[config.mk]
export PLATFORM = sky130hd
export DESIGN_NAME = code_tx
export DESIGN_NICKNAME = d
export VERILOG_FILES = /design/src/rtl/code_tx.sv
export SDC_FILE = /design/constraint.sdc
export NUM_CORES = 1
export LEC_CHECK = 0
export ABC_CLOCK_PERIOD_IN_PS = 3600
export CORE_ASPECT_RATIO = 0.9
export CORE_MARGIN = 1
export CORE_UTILIZATION = 35
export CTS_CLUSTER_DIAMETER = 120
export CTS_CLUSTER_SIZE = 24
export DETAILED_ROUTE_END_ITERATION = 12
export PLACE_DENSITY = 0.65
export SYNTH_ARGS = -nofsm -noshare
export SYNTH_HDL_FRONTEND = slang
export SYNTH_SLANG_ARGS = --single-unit
[constraint.sdc]
create_clock -name msclk -period 3.6 [get_ports msclk]
set_input_delay 0.54 -clock msclk [delete_from_list [all_inputs] [get_ports msclk]]
set_output_delay 0.54 -clock msclk [all_outputs]
set_load 0.05 [all_outputs]
[src/rtl/code_tx.sv]
// UART 8N1 transmitter for the 80-bit processor result: sends bytes MSB-first,
// optionally skipping zero bytes and appending an end-of-line byte.
module code_tx #(
  parameter int unsigned CLKS_PER_BIT = 10417,
  parameter bit          SKIP_ZERO    = 1'b1,
  parameter bit          SEND_EOL     = 1'b1,
  parameter logic [7:0]  EOL          = 8'h0A
) (
  input  logic        msclk,
  input  logic        rst,
  input  logic [79:0] code,
  input  logic        flag,
  output logic        tx,
  output logic        busy,
  output logic        done,
  output logic        drop,
  output logic [3:0]  byte_cnt
);

  typedef enum logic [2:0] {
    S_IDLE,
    S_NEXT,
    S_START,
    S_DATA,
    S_STOP
  } state_t;

  localparam logic [15:0] BIT_LAST = 16'(CLKS_PER_BIT - 1);
  localparam logic [3:0]  IDX_EOL  = 4'd10;
  localparam logic [3:0]  IDX_FIN  = 4'd11;

  state_t      state_q;
  logic [79:0] cap_q;
  logic [3:0]  idx_q;
  logic [15:0] timer_q;
  logic [2:0]  bit_q;
  logic [7:0]  shift_q;
  logic        tx_q;
  logic        busy_q;
  logic        done_q;
  logic        drop_q;
  logic [3:0]  cnt_q;

  logic [7:0]  code_byte [10];
  logic [7:0]  sel_byte;
  logic        code_phase;
  logic        eol_phase;
  logic        bit_end;
  logic        skip_byte;

  // Byte 0 is the most significant byte of the captured word.
  generate
    for (genvar gi = 0; gi < 10; gi++) begin : g_bytes
      assign code_byte[gi] = cap_q[79-8*gi -: 8];
    end
  endgenerate

  always_comb begin
    sel_byte   = 8'h00;
    code_phase = (idx_q <= 4'd9);
    if (code_phase) begin
      sel_byte = code_byte[idx_q];
    end
    eol_phase = SEND_EOL && (idx_q == IDX_EOL);
    skip_byte = SKIP_ZERO && (sel_byte == 8'h00);
    bit_end   = (timer_q == BIT_LAST);
  end

  always_ff @(posedge msclk or posedge rst) begin
    if (rst) begin
      state_q <= S_IDLE;
      cap_q   <= '0;
      idx_q   <= '0;
      timer_q <= '0;
      bit_q   <= '0;
      shift_q <= '0;
      tx_q    <= 1'b1;
      busy_q  <= 1'b0;
      done_q  <= 1'b0;
      drop_q  <= 1'b0;
      cnt_q   <= '0;
    end else begin
      done_q <= 1'b0;
      drop_q <= flag && (state_q != S_IDLE);
      case (state_q)
        S_IDLE: begin
          if (flag) begin
            cap_q   <= code;
            idx_q   <= '0;
            cnt_q   <= '0;
            busy_q  <= 1'b1;
            state_q <= S_NEXT;
          end
        end
        S_NEXT: begin
          timer_q <= '0;
          bit_q   <= '0;
          if (code_phase) begin
            idx_q <= idx_q + 4'd1;
            if (!skip_byte) begin
              shift_q <= sel_byte;
              tx_q    <= 1'b0;
              state_q <= S_START;
            end
          end else if (eol_phase) begin
            // Index 11 records that the terminator has been issued.
            idx_q   <= IDX_FIN;
            shift_q <= EOL;
            tx_q    <= 1'b0;
            state_q <= S_START;
          end else begin
            busy_q  <= 1'b0;
            done_q  <= 1'b1;
            state_q <= S_IDLE;
          end
        end
        S_START: begin
          if (bit_end) begin
            timer_q <= '0;
            tx_q    <= shift_q[0];
            state_q <= S_DATA;
          end else begin
            timer_q <= timer_q + 16'd1;
          end
        end
        S_DATA: begin
          if (bit_end) begin
            timer_q <= '0;
            bit_q   <= bit_q + 3'd1;
            if (bit_q == 3'd7) begin
              tx_q    <= 1'b1;
              state_q <= S_STOP;
            end else begin
              tx_q    <= shift_q[1];
              shift_q <= {1'b0, shift_q[7:1]};
            end
          end else begin
            timer_q <= timer_q + 16'd1;
          end
        end
        S_STOP: begin
          if (bit_end) begin
            timer_q <= '0;
            cnt_q   <= cnt_q + 4'd1;
            state_q <= S_NEXT;
          end else begin
            timer_q <= timer_q + 16'd1;
          end
        end
        default: begin
          tx_q    <= 1'b1;
          busy_q  <= 1'b0;
          state_q <= S_IDLE;
        end
      endcase
    end
  end

  assign tx       = tx_q;
  assign busy     = busy_q;
  assign done     = done_q;
  assign drop     = drop_q;
  assign byte_cnt = cnt_q;

endmodule

==> flow_summary_export.csv <==
group,metric,value,unit
flow_run,max_cap_viol_count,0,
sta,skew,0.01095,ns
layout,layout-drive-gt1-share,9.259,%
layout,nets,835,
hold_path,holdCritStartpoint,"tx",
hold_path,holdPathEnd,"tx",
pwr,p_per_area,869.4,mW/mm²
floorplanning,core_area,0.01641,mm²
sta,slew_violations,0,
sta,clock.fmax,0.3275,GHz
drt,antenna_left,0,
pwr,p_leak,3.596,nW
drt,wl,14.78,mm
worst_setup_path,crit_required,3.89,ns
synthesis,synth_top_family_by_area,"simple AND/OR/NAND/NOR gates",
layout,num_antenna_cells,0,
layout,nFillCells,1595,
clocking,cts.sinks,122,
sta,min_period_over_period,84.82,%
global_routing,antenna_found_initial,0,
floorplanning,rows,44,
place,port_buffers,90,
worst_setup_path,endpoint_kind,"flop",
sta,final.min_clock_period,3.054,ns
floorplanning,die_w,139.7,µm
clocking,clock-root-buffer,"clkbuf_16",
floorplanning,io_pins,91,
sta,setup_tns,0,ns
floorplanning,floorplan.initialDensity,36.42,%
clocking,post_cts_resized,0,
run_status,status,"complete, no violations",
global_routing,grt.total_usage,18.06,%
global_routing,grt_pass1_vias,4878,
floorplanning,die_y,125.9,µm
synthesis,synth-warning-count,0,
place,hpwl,10.45,mm
synthesis,syn_area,0.005974,mm²
worst_setup_path,critPathArrivalTime,3.35,ns
hold_path,min_path_cells,2,
clocking,cts_buffers,17,
synthesis,avgSynthCellArea,9.080,µm²
global_routing,grt_pass1_wl,24.72,mm
worst_setup_path,rr_startpoint,"idx_q[0]",
place,place_congestion,0.8729,
worst_setup_path,timing.rr.end,"shift_q[6]",
layout,area_delta_synth_final,28.08,%
synthesis,synth-seq-cells,122,
synthesis,syn_inst,658,
worst_setup_path,reg2regPathDepth,8,
drt,vias_per_cell,4.966,
synthesis,synthXorXnorAreaFrac,0.8796,%
global_routing,grt_max_degree,123,
sta,hold_violations,0,
floorplanning,fp.dieArea,0.01760,mm²
synthesis,synth_flop_cell,"dfrtp_1",
drt,wl_per_cell,15.35,µm
synthesis,synth.distinct_cells,50,
synthesis,yosys.area_share.simple,23.94,%
sta,hold-worst-slack,0.4676,ns
worst_setup_path,crit_type,"reg -> reg",
clocking,clockBufferDepth,2,
worst_setup_path,worst_setup_path_start_kind,"flop",
hold_path,hold_class,"reg -> reg",
clocking,cts.hold.buffers_added,0,
synthesis,ys_seq_area_share,51.12,%
synthesis,synth_nets,750,
synthesis,synthAdderAreaFrac,1.885,%
pwr,irDropWorstVdd,0.3474,mV
clocking,cts_setup_buffers,0,
sta,slew-limit-headroom,56.11,%
worst_setup_path,crit_fanout,24,
synthesis,synth_compound_area_share,9.675,%
clocking,cts_tree,"built",
drt,first_pass_iters,5,
synthesis,async_reset_ff_share,100.0,%
sta,finalSetupViolCount,0,
worst_setup_path,reg2reg_slack,0.55,ns
global_routing,grt.overflow.total,0,
clocking,htree_levels,4,
sta,rsz0062_at_grt,"false",
synthesis,synth_edf_count,0,
drt,route.detailed.drc,0,
clocking,cts.clk_slew.worst_paths,0.06,ns
synthesis,synthMuxAreaShare,9.382,%
sta,worstMarginPinSlew,0.6583,ns
pwr,power,6.653,mW
drt,first_iter_violations,321,
clocking,clkLatencyLatePin,0.42,ns
drt,vias,4782,
[placed cells by master, fill, tap and decap left out, drive strengths merged, types with 5 or more instances in the layout]
cell	n
o31ai	7
o21ai	30
nand2b	6
clkdlybuf4s50	90
a221o	5
nor2	34
mux2	13
clkbuf	18
mux4	8
ha	9
nand2	263
nor3	9
nand3	7
clkinv	5
a21oi	13
dfrtp	121
inv	16
nor2b	11
nand4	5
mux2i	23
buf	10
[per-stage QoR]
step	setup WS (ns)	area (µm²)	util, %	cells
after global placement	0.7198	7086	43.19	931
after CTS	0.5509	7652	46.64	963
after detailed placement	0.5499	7086	43.19	931
after global routing	0.3476	7652	46.64	963
final	0.5464	7652	46.64	963
after floorplan	0.8453	5978	-	658
[worst max-delay path, cell delays in order (launching register included)]
cell      delay [ns]
dfrtp_2         0.79
inv_1           0.16
ha_1            0.25
nor2_1          0.20
nor3_1          0.11
nor3_1          0.23
nand4b_1        0.26
o31ai_4         0.52
mux2_2          0.39
[flip-flops by register name, indices dropped and copies added, names as in the netlist]
| signal | count |
|---|---|
| idx_q | 4 |
| state_q | 3 |
| tx | 1 |
| shift_q | 8 |
| done | 1 |
| busy | 1 |
| timer_q | 16 |
| cap_q | 80 |
| bit_q | 3 |
| drop | 1 |
| byte_cnt | 4 |
[where the power goes]
part           total (mW)  internal [mW]  switching (mW)
registers            2.43           1.92           0.507
logic                2.58           1.15            1.43
clock network        1.64          0.967           0.678
[layer usage]
layer,vias to the layer above,GRT usage [%],wire [µm]
met4,0,5.818,181
met5,-,0,0
met1,2269,24.21,7012
li1,2386,-,-
met3,16,4.030,623
met2,111,29.03,6961
[layout make-up]
type | count | area (µm²) | share of cell area (%)
inverter | 10 | 41.29 | 0.5396
timing repair buffer | 100 | 988.4 | 12.92
clock inverter | 14 | 137.6 | 1.799
multi-input combinational | 492 | 2741 | 35.82
clock buffer | 18 | 429.2 | 5.608
sequential | 122 | 3055 | 39.93
tap | 207 | 259.0 | 3.385
[kinds of logic after synthesis]
logic type	count (synthesis)
compound gates	85
buf+inv	44
mux	44
fa+ha+maj	9
xor+xnor	6
simple gates	348
flops	122
[how the worst max path moves through the flow]
stage / start / endpoint / slack [ns] / cells after the start
3_3_place_gp: idx_q[0] / shift_q[5] / 0.72 / 5
2_1_floorplan: idx_q[0] / shift_q[0] / 0.85 / 10
5_1_grt: idx_q[0] / shift_q[6] / 0.35 / 8
4_1_cts: idx_q[0] / shift_q[0] / 0.55 / 8
3_5_place_dp: idx_q[0] / shift_q[6] / 0.55 / 8
6_report: idx_q[0] / shift_q[6] / 0.55 / 8
[cell usage after synthesis, types with 2 or more instances]
master | n | area share [%]
nand2_1 | 263 | 17
dfrtp_1 | 121 | 51
nor2_1 | 34 | 2.1
o21ai_0 | 29 | 2.4
clkbuf_1 | 23 | 1.4
mux2i_1 | 23 | 3.9
a21oi_1 | 13 | 1.1
mux2_2 | 13 | 2.5
nor2b_1 | 11 | 1.2
inv_1 | 10 | 0.63
ha_1 | 9 | 1.9
nor3_1 | 9 | 0.75
buf_1 | 7 | 0.44
mux4_2 | 7 | 2.6
nand3_1 | 7 | 0.59
nand2b_1 | 6 | 0.63
o31ai_1 | 6 | 0.75
a221o_1 | 5 | 0.84
nand4_1 | 5 | 0.52
a221oi_1 | 4 | 0.59
a22o_1 | 4 | 0.59
a2bb2oi_1 | 4 | 0.59
a31oi_1 | 4 | 0.42
xnor2_1 | 4 | 0.59
a22oi_1 | 3 | 0.38
and3_1 | 3 | 0.31
o41ai_1 | 3 | 0.44
buf_2 | 2 | 0.17
nor3b_1 | 2 | 0.25
nor4_1 | 2 | 0.21
nor4b_1 | 2 | 0.29
xor2_1 | 2 | 0.29
Power figures use the tool's default switching activity.
